## src/rtl/iic_byte_master.sv

```systemverilog
// Purpose : byte-oriented I2C master; one register write or read burst per accepted trigger.
// Latency : bus activity starts the cycle after acceptance; writes add T_WR ms of settle time before busy drops.
// Backpress: triggers are dropped while busy; the bus always runs to completion (slave NACK is not acted on).
//
// Ports:
//   clk, rst              - system clock, synchronous active-high reset
//   device_id, w_r        - slave address in [7:1], direction (1 = write, 0 = read)
//   pluse, byte_len       - start trigger and number of data words (0 = ignore trigger)
//   addr, data_in         - register address (MSB byte first) and current write word
//   busy, byte_over       - transaction/settle in progress, one-cycle strobe per completed data word
//   data_out              - last word read from the slave
//   scl, sda_out,
//   sda_out_en, sda_in    - I2C clock (push-pull) and SDA drive/enable/pad level
module iic_byte_master #(
  parameter int CLK_FRE   = 50_000_000,
  parameter int IIC_FREQ  = 400_000,
  parameter int T_WR      = 5,
  parameter int ADDR_BYTE = 1,
  parameter int LEN_WIDTH = 3,
  parameter int DATA_BYTE = 1
) (
  input  logic                   clk,
  input  logic                   rst,
  input  logic [7:0]             device_id,
  input  logic                   pluse,
  input  logic                   w_r,
  input  logic [LEN_WIDTH:0]     byte_len,
  input  logic [8*ADDR_BYTE-1:0] addr,
  input  logic [8*DATA_BYTE-1:0] data_in,
  output logic                   busy,
  output logic                   byte_over,
  output logic [8*DATA_BYTE-1:0] data_out,
  output logic                   scl,
  input  logic                   sda_in,
  output logic                   sda_out,
  output logic                   sda_out_en
);

  // Quarter-bit period in clocks (truncated), forced to at least one clock.
  localparam int Q_RAW = CLK_FRE / (4 * IIC_FREQ);
  localparam int Q     = (Q_RAW < 1) ? 1 : Q_RAW;
  localparam int QW    = (Q > 1) ? $clog2(Q) : 1;
  localparam logic [QW-1:0] Q_LAST = QW'(Q - 1);

  // Post-write settle time in clocks; clock rates are whole kHz so this equals T_WR*CLK_FRE/1000.
  localparam int TW_RAW = T_WR * (CLK_FRE / 1000);
  localparam int TW     = (TW_RAW < 1) ? 1 : TW_RAW;
  localparam int TWW    = (TW > 1) ? $clog2(TW) : 1;
  localparam logic [TWW-1:0] TW_LAST = TWW'(TW - 1);

  localparam int LW = LEN_WIDTH + 1;
  localparam int AW = 8 * ADDR_BYTE;
  localparam int DW = 8 * DATA_BYTE;
  localparam logic [7:0] A_LAST = 8'(ADDR_BYTE - 1);
  localparam logic [7:0] D_LAST = 8'(DATA_BYTE - 1);

  typedef enum logic [3:0] {
    S_IDLE, S_START, S_DEV, S_ADDR, S_WDATA, S_RSTART, S_DEVR, S_RDATA, S_STOP, S_WAIT
  } state_t;

  state_t          state_q, state_d;
  logic [QW-1:0]   qcnt_q, qcnt_d;     // clock within the current quarter
  logic [1:0]      qph_q, qph_d;       // quarter within the current bit time
  logic [3:0]      bcnt_q, bcnt_d;     // bit within byte, 8 = ACK/NACK slot
  logic [7:0]      byte_q, byte_d;     // byte within address field or data word
  logic [LW-1:0]   word_q, word_d;     // data word within the burst
  logic [TWW-1:0]  wait_q, wait_d;
  logic [6:0]      dev_q, dev_d;
  logic            wr_q, wr_d;
  logic [LW-1:0]   len_q, len_d;
  logic [AW-1:0]   addr_q, addr_d;
  logic [DW-1:0]   wword_q, wword_d;
  logic [DW-1:0]   rxw_q, rxw_d;
  logic [DW-1:0]   data_out_q, data_out_d;
  logic            byte_over_q, byte_over_d;
  logic            busy_q, busy_d;
  logic            scl_q, scl_d;
  logic            sda_q, sda_d;
  logic            sda_en_q, sda_en_d;

  logic            q_end, bit_end, last_byte, last_rd;
  logic [7:0]      tx_byte;
  logic [AW-1:0]   a_shift;
  logic [DW-1:0]   w_shift;

  // The R/W bit is generated here, so the LSB of device_id is never needed.
  logic unused_dev_lsb;
  assign unused_dev_lsb = device_id[0];

  always_comb begin
    state_d     = state_q;
    qcnt_d      = qcnt_q;
    qph_d       = qph_q;
    bcnt_d      = bcnt_q;
    byte_d      = byte_q;
    word_d      = word_q;
    wait_d      = wait_q;
    dev_d       = dev_q;
    wr_d        = wr_q;
    len_d       = len_q;
    addr_d      = addr_q;
    wword_d     = wword_q;
    rxw_d       = rxw_q;
    data_out_d  = data_out_q;
    byte_over_d = 1'b0;
    q_end       = (qcnt_q == Q_LAST);
    bit_end     = q_end && (qph_q == 2'd3);
    last_byte   = 1'b1;
    last_rd     = 1'b0;
    tx_byte     = 8'hFF;
    a_shift     = '0;
    w_shift     = '0;

    case (state_q)
      S_IDLE: begin
        if (pluse && (byte_len != '0)) begin
          state_d = S_START;
          dev_d   = device_id[7:1];
          wr_d    = w_r;
          len_d   = byte_len;
          addr_d  = addr;
          qcnt_d  = '0;
          qph_d   = 2'd0;
          bcnt_d  = 4'd0;
          byte_d  = 8'd0;
          word_d  = '0;
        end
      end
      S_WAIT: begin
        if (wait_q == TW_LAST) state_d = S_IDLE;
        else                   wait_d  = wait_q + TWW'(1);
      end
      default: begin
        qcnt_d = q_end ? '0 : qcnt_q + QW'(1);
        if (q_end) qph_d = qph_q + 2'd1;
        // Read data is captured at the q2->q3 boundary, mid SCL-high.
        if ((state_q == S_RDATA) && q_end && (qph_q == 2'd2) && (bcnt_q != 4'd8))
          rxw_d = {rxw_q[DW-2:0], sda_in};
        if (bit_end) begin
          case (state_q)
            S_START:  state_d = S_DEV;
            S_RSTART: state_d = S_DEVR;
            S_STOP: begin
              state_d = wr_q ? S_WAIT : S_IDLE;
              wait_d  = '0;
            end
            default: begin
              if (bcnt_q != 4'd8) begin
                bcnt_d = bcnt_q + 4'd1;
              end else begin
                bcnt_d = 4'd0;
                if (state_q == S_ADDR)
                  last_byte = (byte_q == A_LAST);
                else if ((state_q == S_WDATA) || (state_q == S_RDATA))
                  last_byte = (byte_q == D_LAST);
                if (!last_byte) begin
                  byte_d = byte_q + 8'd1;
                end else begin
                  byte_d = 8'd0;
                  case (state_q)
                    S_DEV:  state_d = S_ADDR;
                    S_ADDR: state_d = wr_q ? S_WDATA : S_RSTART;
                    S_DEVR: state_d = S_RDATA;
                    default: begin
                      // End of a data word: strobe, publish read data, next word or STOP.
                      byte_over_d = 1'b1;
                      if (state_q == S_RDATA) data_out_d = rxw_q;
                      if (word_q == len_q - LW'(1)) begin
                        word_d  = '0;
                        state_d = S_STOP;
                      end else begin
                        word_d = word_q + LW'(1);
                      end
                    end
                  endcase
                end
              end
            end
          endcase
        end
      end
    endcase

    // The write word keeps tracking data_in through the whole first quarter of the
    // word's first bit (SCL low), so a controller that updates data_in a few
    // clocks after byte_over still gets its new word onto the bus.
    if ((state_d == S_WDATA) && (byte_d == 8'd0) && (bcnt_d == 4'd0) && (qph_d == 2'd0))
      wword_d = data_in;

    case (state_d)
      S_DEV:   tx_byte = {dev_q, 1'b0};
      S_DEVR:  tx_byte = {dev_q, 1'b1};
      S_ADDR: begin
        a_shift = addr_q >> {A_LAST - byte_d, 3'b000};
        tx_byte = a_shift[7:0];
      end
      S_WDATA: begin
        w_shift = wword_d >> {D_LAST - byte_d, 3'b000};
        tx_byte = w_shift[7:0];
      end
      default: tx_byte = 8'hFF;
    endcase
    last_rd = (byte_d == D_LAST) && (word_d == len_q - LW'(1));

    // Bus outputs are derived from the next-state values so they are registered
    // yet aligned with the state they belong to.
    scl_d    = 1'b1;
    sda_d    = 1'b1;
    sda_en_d = 1'b1;
    case (state_d)
      S_START: sda_d = ~qph_d[1];
      S_RSTART: begin
        scl_d = (qph_d != 2'd0);
        sda_d = ~qph_d[1];
      end
      S_STOP: begin
        scl_d = (qph_d != 2'd0);
        sda_d = (qph_d == 2'd3);
      end
      S_DEV, S_ADDR, S_WDATA, S_DEVR, S_RDATA: begin
        scl_d = qph_d[1];
        if (bcnt_d == 4'd8) begin
          if (state_d == S_RDATA) sda_d    = last_rd;  // ACK=0, NACK on the final byte
          else                    sda_en_d = 1'b0;     // slave ACK slot
        end else if (state_d == S_RDATA) begin
          sda_en_d = 1'b0;
        end else begin
          sda_d = tx_byte[3'd7 - bcnt_d[2:0]];
        end
      end
      default: ;
    endcase

    busy_d = (state_d != S_IDLE);
  end

  always_ff @(posedge clk) begin
    if (rst) begin
      state_q     <= S_IDLE;
      qcnt_q      <= '0;
      qph_q       <= 2'd0;
      bcnt_q      <= 4'd0;
      byte_q      <= 8'd0;
      word_q      <= '0;
      wait_q      <= '0;
      dev_q       <= 7'd0;
      wr_q        <= 1'b0;
      len_q       <= '0;
      addr_q      <= '0;
      wword_q     <= '0;
      rxw_q       <= '0;
      data_out_q  <= '0;
      byte_over_q <= 1'b0;
      busy_q      <= 1'b0;
      scl_q       <= 1'b1;
      sda_q       <= 1'b1;
      sda_en_q    <= 1'b1;
    end else begin
      state_q     <= state_d;
      qcnt_q      <= qcnt_d;
      qph_q       <= qph_d;
      bcnt_q      <= bcnt_d;
      byte_q      <= byte_d;
      word_q      <= word_d;
      wait_q      <= wait_d;
      dev_q       <= dev_d;
      wr_q        <= wr_d;
      len_q       <= len_d;
      addr_q      <= addr_d;
      wword_q     <= wword_d;
      rxw_q       <= rxw_d;
      data_out_q  <= data_out_d;
      byte_over_q <= byte_over_d;
      busy_q      <= busy_d;
      scl_q       <= scl_d;
      sda_q       <= sda_d;
      sda_en_q    <= sda_en_d;
    end
  end

  assign busy       = busy_q;
  assign byte_over  = byte_over_q;
  assign data_out   = data_out_q;
  assign scl        = scl_q;
  assign sda_out    = sda_q;
  assign sda_out_en = sda_en_q;

endmodule

```

## config.mk

```make
export PLATFORM = sky130hd
export DESIGN_NAME = iic_byte_master
export DESIGN_NICKNAME = d
export VERILOG_FILES = /design/src/rtl/iic_byte_master.sv
export SDC_FILE = /design/constraint.sdc
export NUM_CORES = 1
export LEC_CHECK = 0
export BUFFER_PORTS_ARGS = -buffer_cell sky130_fd_sc_hd__buf_4
export CAP_MARGIN = 20
export CELL_PAD_IN_SITES_DETAIL_PLACEMENT = 1
export CELL_PAD_IN_SITES_GLOBAL_PLACEMENT = 1
export CORE_MARGIN = 4
export CORE_UTILIZATION = 48
export DETAILED_ROUTE_END_ITERATION = 16
export HOLD_SLACK_MARGIN = 0.05
export PLACE_DENSITY_LB_ADDON = 0.1
export REMOVE_ABC_BUFFERS = 1
export SYNTH_ARGS = -nofsm -noshare
export SYNTH_HDL_FRONTEND = slang
export SYNTH_SLANG_ARGS = --single-unit
```

## constraint.sdc

```tcl
create_clock -name clk -period 5.7 [get_ports clk]
set_input_delay 1.14 -clock clk [delete_from_list [all_inputs] [get_ports clk]]
set_output_delay 1.14 -clock clk [all_outputs]
set_load 0.1 [all_outputs]
```

### Yosys cells after proc, flatten, opt, wreduce, memory -nomap -nowiden

Cells that the tools add are included.

| storage, ports and cells | value |
|---|---|
| logic and storage cells | 161 |
| flip-flop bits (word level) | 94 |
| output and inout port bits | 13 |
| input bits | 33 |

| cells by class | value |
|---|---|
| eq/ne operators | 28 |
| bitwise logic cells | 10 |
| order comparisons | 1 |
| shift operators | 2 |
| $add $sub $neg | 9 |
| reduce and logical (&&, ||, !) cells | 33 |
| mux-type cells | 59 |

Operators with widths:

| kind | number |
|---|---|
| two-way mux 4 bit | 18 |
| two-way mux 18 bit | 3 |
| two-way mux 8 bit | 6 |
| case mux 18 bit (2 select lines) | 1 |
| equality test 4 x 3 -> 1 bit, second input constant | 8 |
| case mux 8 bit (4 select lines) | 1 |
| case mux 4 bit (2 select lines) | 3 |
| case mux 4 bit (3 select lines) | 2 |
| >> shifter 8 x 11 -> 8 bit | 2 |
| adder 18 x 1 -> 18 bit, second input constant | 1 |
| equality test 18 bit, second input constant | 1 |
| equality test 4 x 2 -> 1 bit, second input constant | 4 |
| equality test 4 bit, second input constant | 4 |
| logical NOT 8 bit | 2 |
| case mux 8 bit (2 select lines) | 1 |
| two-way mux 1 bit | 15 |
| two-way mux 5 bit | 2 |
| NOT 1 bit | 10 |
| case mux 5 bit (2 select lines) | 1 |
| logical AND 1 bit | 9 |
| OR reduction 9 bit | 1 |
| adder 4 x 1 -> 4 bit, second input constant | 2 |
| adder 8 x 1 -> 8 bit, second input constant | 1 |
| equality test 4 x 1 -> 1 bit, second input constant | 2 |
| other kinds (27) | 42 |

### Logic depth before layout (Yosys ltp)

| depth | value |
|---|---|
| depth in word-level cells | 25 |
| gate-level depth with buffers | 18 |
| depth with buffers taken out | 17 |

### Worst setup path after synthesis

Ideal clock, no wire load.

| timing path | value |
|---|---|
| path type | input to register |
| from | input port byte_len[3] |
| to | register sda_q, in the netlist sda_out |
| data arrival time | 3682 ps |
| stages | 15 |
| setup time | 127 ps |
| path buffers | 3 |
| required time | 5573 ps |
| slack | 1892 ps |
| cell sequence | o41ai_2 -> nor2b_1 -> buf_4 -> a21oi_2 -> a22oi_1 -> ha_1 -> and4b_1 -> and4_1 -> buf_4 -> and3_1 -> buf_6 -> mux2i_1 -> nand2_1 -> a311oi_1 -> a211oi_1 |

| between the ends | value |
|---|---|
| word-level cells in the longest chain between the ends | 16 |
| elaborated cells between the ends (all ways) | 45 |
| those cells by class | add/sub: 2; eq/ne: 11; shift: 2; mux: 18; bitwise: 1; reduce/logical: 11 |

RTL lines:

| what | line | text |
|---|---|---|
| start, declared | 27 | `input logic [LEN_WIDTH:0] byte_len,` |
| nonzero test 4 bit (*) | 116 | `if (pluse && (byte_len != '0)) begin` |
| logical AND 1 bit (*) | 116 |  |
| parallel branches: the longest is 13 deep, another holds subtractor 1 x 8 -> 8 bit | - |  |
| case mux 1 bit (3 select lines) (*) | 210 | `case (state_d)` |
| end signal, assigned | 256 | `sda_q <= 1'b1;` |
| end signal, assigned | 276 | `sda_q <= sda_d;` |
| end, declared | 78 | `logic sda_q, sda_d;` |

Every way passes the cells marked *. The select of a mux whose other input is x is not followed.
A chain may end at the register's enable or synchronous reset.

### Worst setup path after layout

| timing path | value |
|---|---|
| from | register state_q[0] |
| to | register sda_q, in the netlist sda_out |

| between the ends | value |
|---|---|
| word-level cells in the longest chain between the ends | 25 |
| elaborated cells between the ends (all ways) | 76 |
| those cells by class | add/sub: 2; eq/ne: 20; shift: 2; mux: 38; bitwise: 1; reduce/logical: 13 |

RTL lines:

| what | line | text |
|---|---|---|
| start, declared | 61 | `state_t state_q, state_d;` |
| start signal, assigned | 259 | `state_q <= state_d;` |
| equality test 4 x 3 -> 1 bit | 154 | `else if ((state_q == S_WDATA) \|\| (state_q == S_RDATA))` |
| logical OR 1 bit | 154 |  |
| two-way mux 1 bit | 154 |  |
| two-way mux 1 bit | 152 | `if (state_q == S_ADDR)` |
| two-way mux 1 bit | 148 | `if (bcnt_q != 4'd8) begin` |
| two-way mux 1 bit | 140 | `case (state_q)` |
| two-way mux 1 bit | 139 | `if (bit_end) begin` |
| two-way mux 1 bit | 114 | `case (state_q)` |
| [... 9 more ...] | - |  |
| two-way mux 8 bit | 187 | `if ((state_d == S_WDATA) && (byte_d == 8'd0) && (bcnt_d == 4'd0) && (qph_d == 2'd0))` |
| >> shifter 8 x 11 -> 8 bit | 198 | `w_shift = wword_d >> {D_LAST - byte_d, 3'b000};` |
| case mux 8 bit (4 select lines) | 190 | `case (state_d)` |
| binary-select mux 1 bit (select 3 bit) | 228 | `sda_d = tx_byte[3'd7 - bcnt_d[2:0]];` |
| two-way mux 1 bit (implied by the code) | 228 |  |
| two-way mux 1 bit | 225 | `end else if (state_d == S_RDATA) begin` |
| two-way mux 1 bit | 222 | `if (bcnt_d == 4'd8) begin` |
| case mux 1 bit (3 select lines) (*) | 210 |  |

Every way passes the cells marked *; elsewhere a longest branch is shown, timed or not. The select of a mux whose other input is x is not followed.

==> impl_metrics.ini <==
[run_status]
run_status = complete, no violations

[placed_design]
dpl_cell_area_sq_mm = 0.00576
port_buffers = 44
dp.cells = 831
gp_congestion = 0.914
dp_hpwl_mm = 11.5
place_ws_ns = 1.29

[floorplan]
fp.dieH_microns = 114
core.rowCount = 38
core_sq_mm = 0.0109
initial_core_util = 0.495
pin_count = 46
die_w_microns = 114
dieArea_sq_mm = 0.0130

[global_route]
grt_pass1_wl_mm = 25.8
grt_pass1_vias = 5213
grt_max_degree = 73
antenna_found_initial = 0
grt_usage = 0.247
grt_remaining_overflow = 0

[layout]
layout.nets = 747
finish.instance_area_sq_mm = 0.00592
drive_gt1_frac = 0.126
fin_util = 0.544
final_cells = 846
antenna_cells = 0
syn_to_final_growth_pct = 10.0

[detailed_routing]
wl_mm = 15.2
remaining_drc_errors = 0
drtPass1Iterations = 4
dr_total_vias = 5037
initialDrtViolationCount = 296
ant_nets = 0
wl_per_cell_microns = 18.0
via_per_inst = 5.95

[clocking]
clockRootBuffer = clkbuf_8
cts.repair.resized = 0
cts.clk_slew.worst_paths_ns = 0.10
clkLatencyLatePin_ns = 0.39
clockBufferDepth = 2
cts_tree = built
htree_levels = 3
clock_sinks = 94
cts_setup_buffers = 0
cts_buffers = 9
hold_buffers = 0

[timing]
setup_slack_ns = 1.58
worst_pin_slew_ns = 1.10
report.final.slew_viol_count = 0
fin_crit_ns = 4.12
finalClockSkew_ns = 0.0164
hold_ws_ns = 0.460
post-route-period-util = 0.724
max-slew-margin-rel = 0.260
hold_violations = 0
grt_setup_unrepaired = false
max_clock_freq_mhz = 242
fin_tns_setup_ns = 0
setup_viol = 0

[logic_synthesis]
synth.distinct_cells = 79
postSynthCellCount = 675
ys_ff_latch = 94
yosysSeqAreaShare = 0.349
ys_warn_count = 0
synth_area_leader_cell = dfxtp_1
syn_area_sq_mm = 0.00539
synth_top_area_frac = 0.349
yosys-top-cells-area = dfxtp_1 35%, nor2_1 7.0%, nand2_1 5.8%
ys.flop_type = dfxtp_1
syn_area_per_cell_sq_um = 7.98
synth_edf_count = 0
async_flop_share = 0

[min_path]
hold_start = addr_q[4]
hp-class = flip-flop to flip-flop

[setup_path]
worstPathArrival_ns = 4.40
crit_start = state_q[0]
worstPathRequired_ns = 5.98
end_kind = flip-flop
crit_buf_inv = 0
reg2reg_from = state_q[0]
worstPathMaxFanout = 22
critPathTopFamily = simple AND/OR/NAND/NOR gates
worst-setup-path-type = flip-flop to flip-flop
worst_setup_path_start_kind = flip-flop
crit_chain = nor3b_4, nor2_1, and2_1, and2_4, a22oi_1, ha_1, and4b_1, and4_1, and3_1, mux2i_1, nand2_1, a311oi_1, a211oi_1
slowest_stage = dfxtp_1
cp_slowest_stage_delay_ns = 0.94

[pwr]
ir_drop_mv = 0.181
p_total_mw = 1.21
p_per_area_mw_per_mm2 = 205
p_leak_nw = 2.27

[flow_run]
drv_cap = 0
-- routing by layer --
layer,global-route usage,up-vias,part of all wire
li1,-,2457,-
met5,0,-,0
met1,0.308,2474,0.45
met3,0.0488,26,0.034
met4,0.0934,0,0.023
met2,0.421,80,0.50
-- registers in the layout, indices dropped and copies added, names as in the netlist --
| register | cells |
|---|---|
| addr_q | 8 |
| bcnt_q | 4 |
| busy | 1 |
| byte_over | 1 |
| byte_q | 8 |
| data_out | 8 |
| dev_q | 7 |
| len_q | 4 |
| qcnt_q | 5 |
| qph_q | 2 |
| rxw_q | 8 |
| scl | 1 |
| sda_out | 1 |
| sda_out_en | 1 |
| state_q | 4 |
| wait_q | 18 |
| word_q | 4 |
| wr_q | 1 |
| wword_q | 8 |
-- power breakdown --
group          internal, mW  leakage, nW  total, mW  switching, mW
clock                 0.167       0.0889      0.407          0.240
combinational        0.0474         1.42      0.126         0.0789
sequential            0.668        0.761      0.681         0.0134
-- cells in the mapped netlist (all sizes together) (9+ instances only) --
master,n
nor2,103
dfxtp,94
nand2,83
a21oi,54
mux2i,26
nand3,25
o21ai,24
inv,22
clkbuf,21
xnor2,18
nor3,16
ha,12
a211oi,11
buf,11
a21o,10
a22oi,9
and3,9
-- path summary, 6_finish.rpt --
| check | to | slack [ns] | cells past startpoint |
|---|---|---|---|
| worst max-delay path | sda_out | 1.58 | 13 |
| worst min register to register | addr_q[4] | 0.46 | 2 |
| worst min-delay path | addr_q[4] | 0.46 | 2 |
| worst max register to register | sda_out | 1.58 | 13 |
-- placed cells by master (no fill, tap or decap), types with 6 or more instances in the layout --
cell      instances
a211oi_1          8
a21o_1           10
a21oi_1          53
a22oi_1           9
a31oi_1           8
and3_1            9
buf_4            48
clkbuf_8         10
dfxtp_1          94
ha_1             12
inv_1            22
mux2i_1          26
nand2_1          83
nand3_1          25
nand4_1           7
nor2_1          100
nor3_1           16
nor4_1            6
o21ai_0          23
or3_1             7
xnor2_1          18
xor2_1            6
-- worst register-to-register path, cell delays in order, from the launching register on --
cell	delay [ns]
dfxtp_1	0.94
nor3b_4	0.40
nor2_1	0.15
and2_1	0.22
and2_4	0.17
a22oi_1	0.32
ha_1	0.25
and4b_1	0.22
and4_1	0.32
and3_1	0.33
mux2i_1	0.27
nand2_1	0.08
a311oi_1	0.24
a211oi_1	0.08
-- cells by family (layout without fill, tap and decap cells) --
family,after synthesis,after routing,share of synthesized area
and+or+nand+nor,303,303,0.285
AOI/OAI and AO/OA,161,161,0.201
DFF,94,94,0.349
buffers and inverters,54,85,0.0467
muxes,27,27,0.0504
xor gates and xnor gates,24,24,0.0390
adders and majority gates,12,12,0.0279
-- layout make-up --
cell class | instances | area (sq um)
clock inverter | 4 | 23.8
timing repair buffer | 48 | 360
inverter | 22 | 82.6
fill | 1364 | 4960
clock buffer | 11 | 141
multi-input combinational | 527 | 3260
tap | 140 | 175
sequential | 94 | 1880
Note: power is estimated with default switching activity, not from simulation.
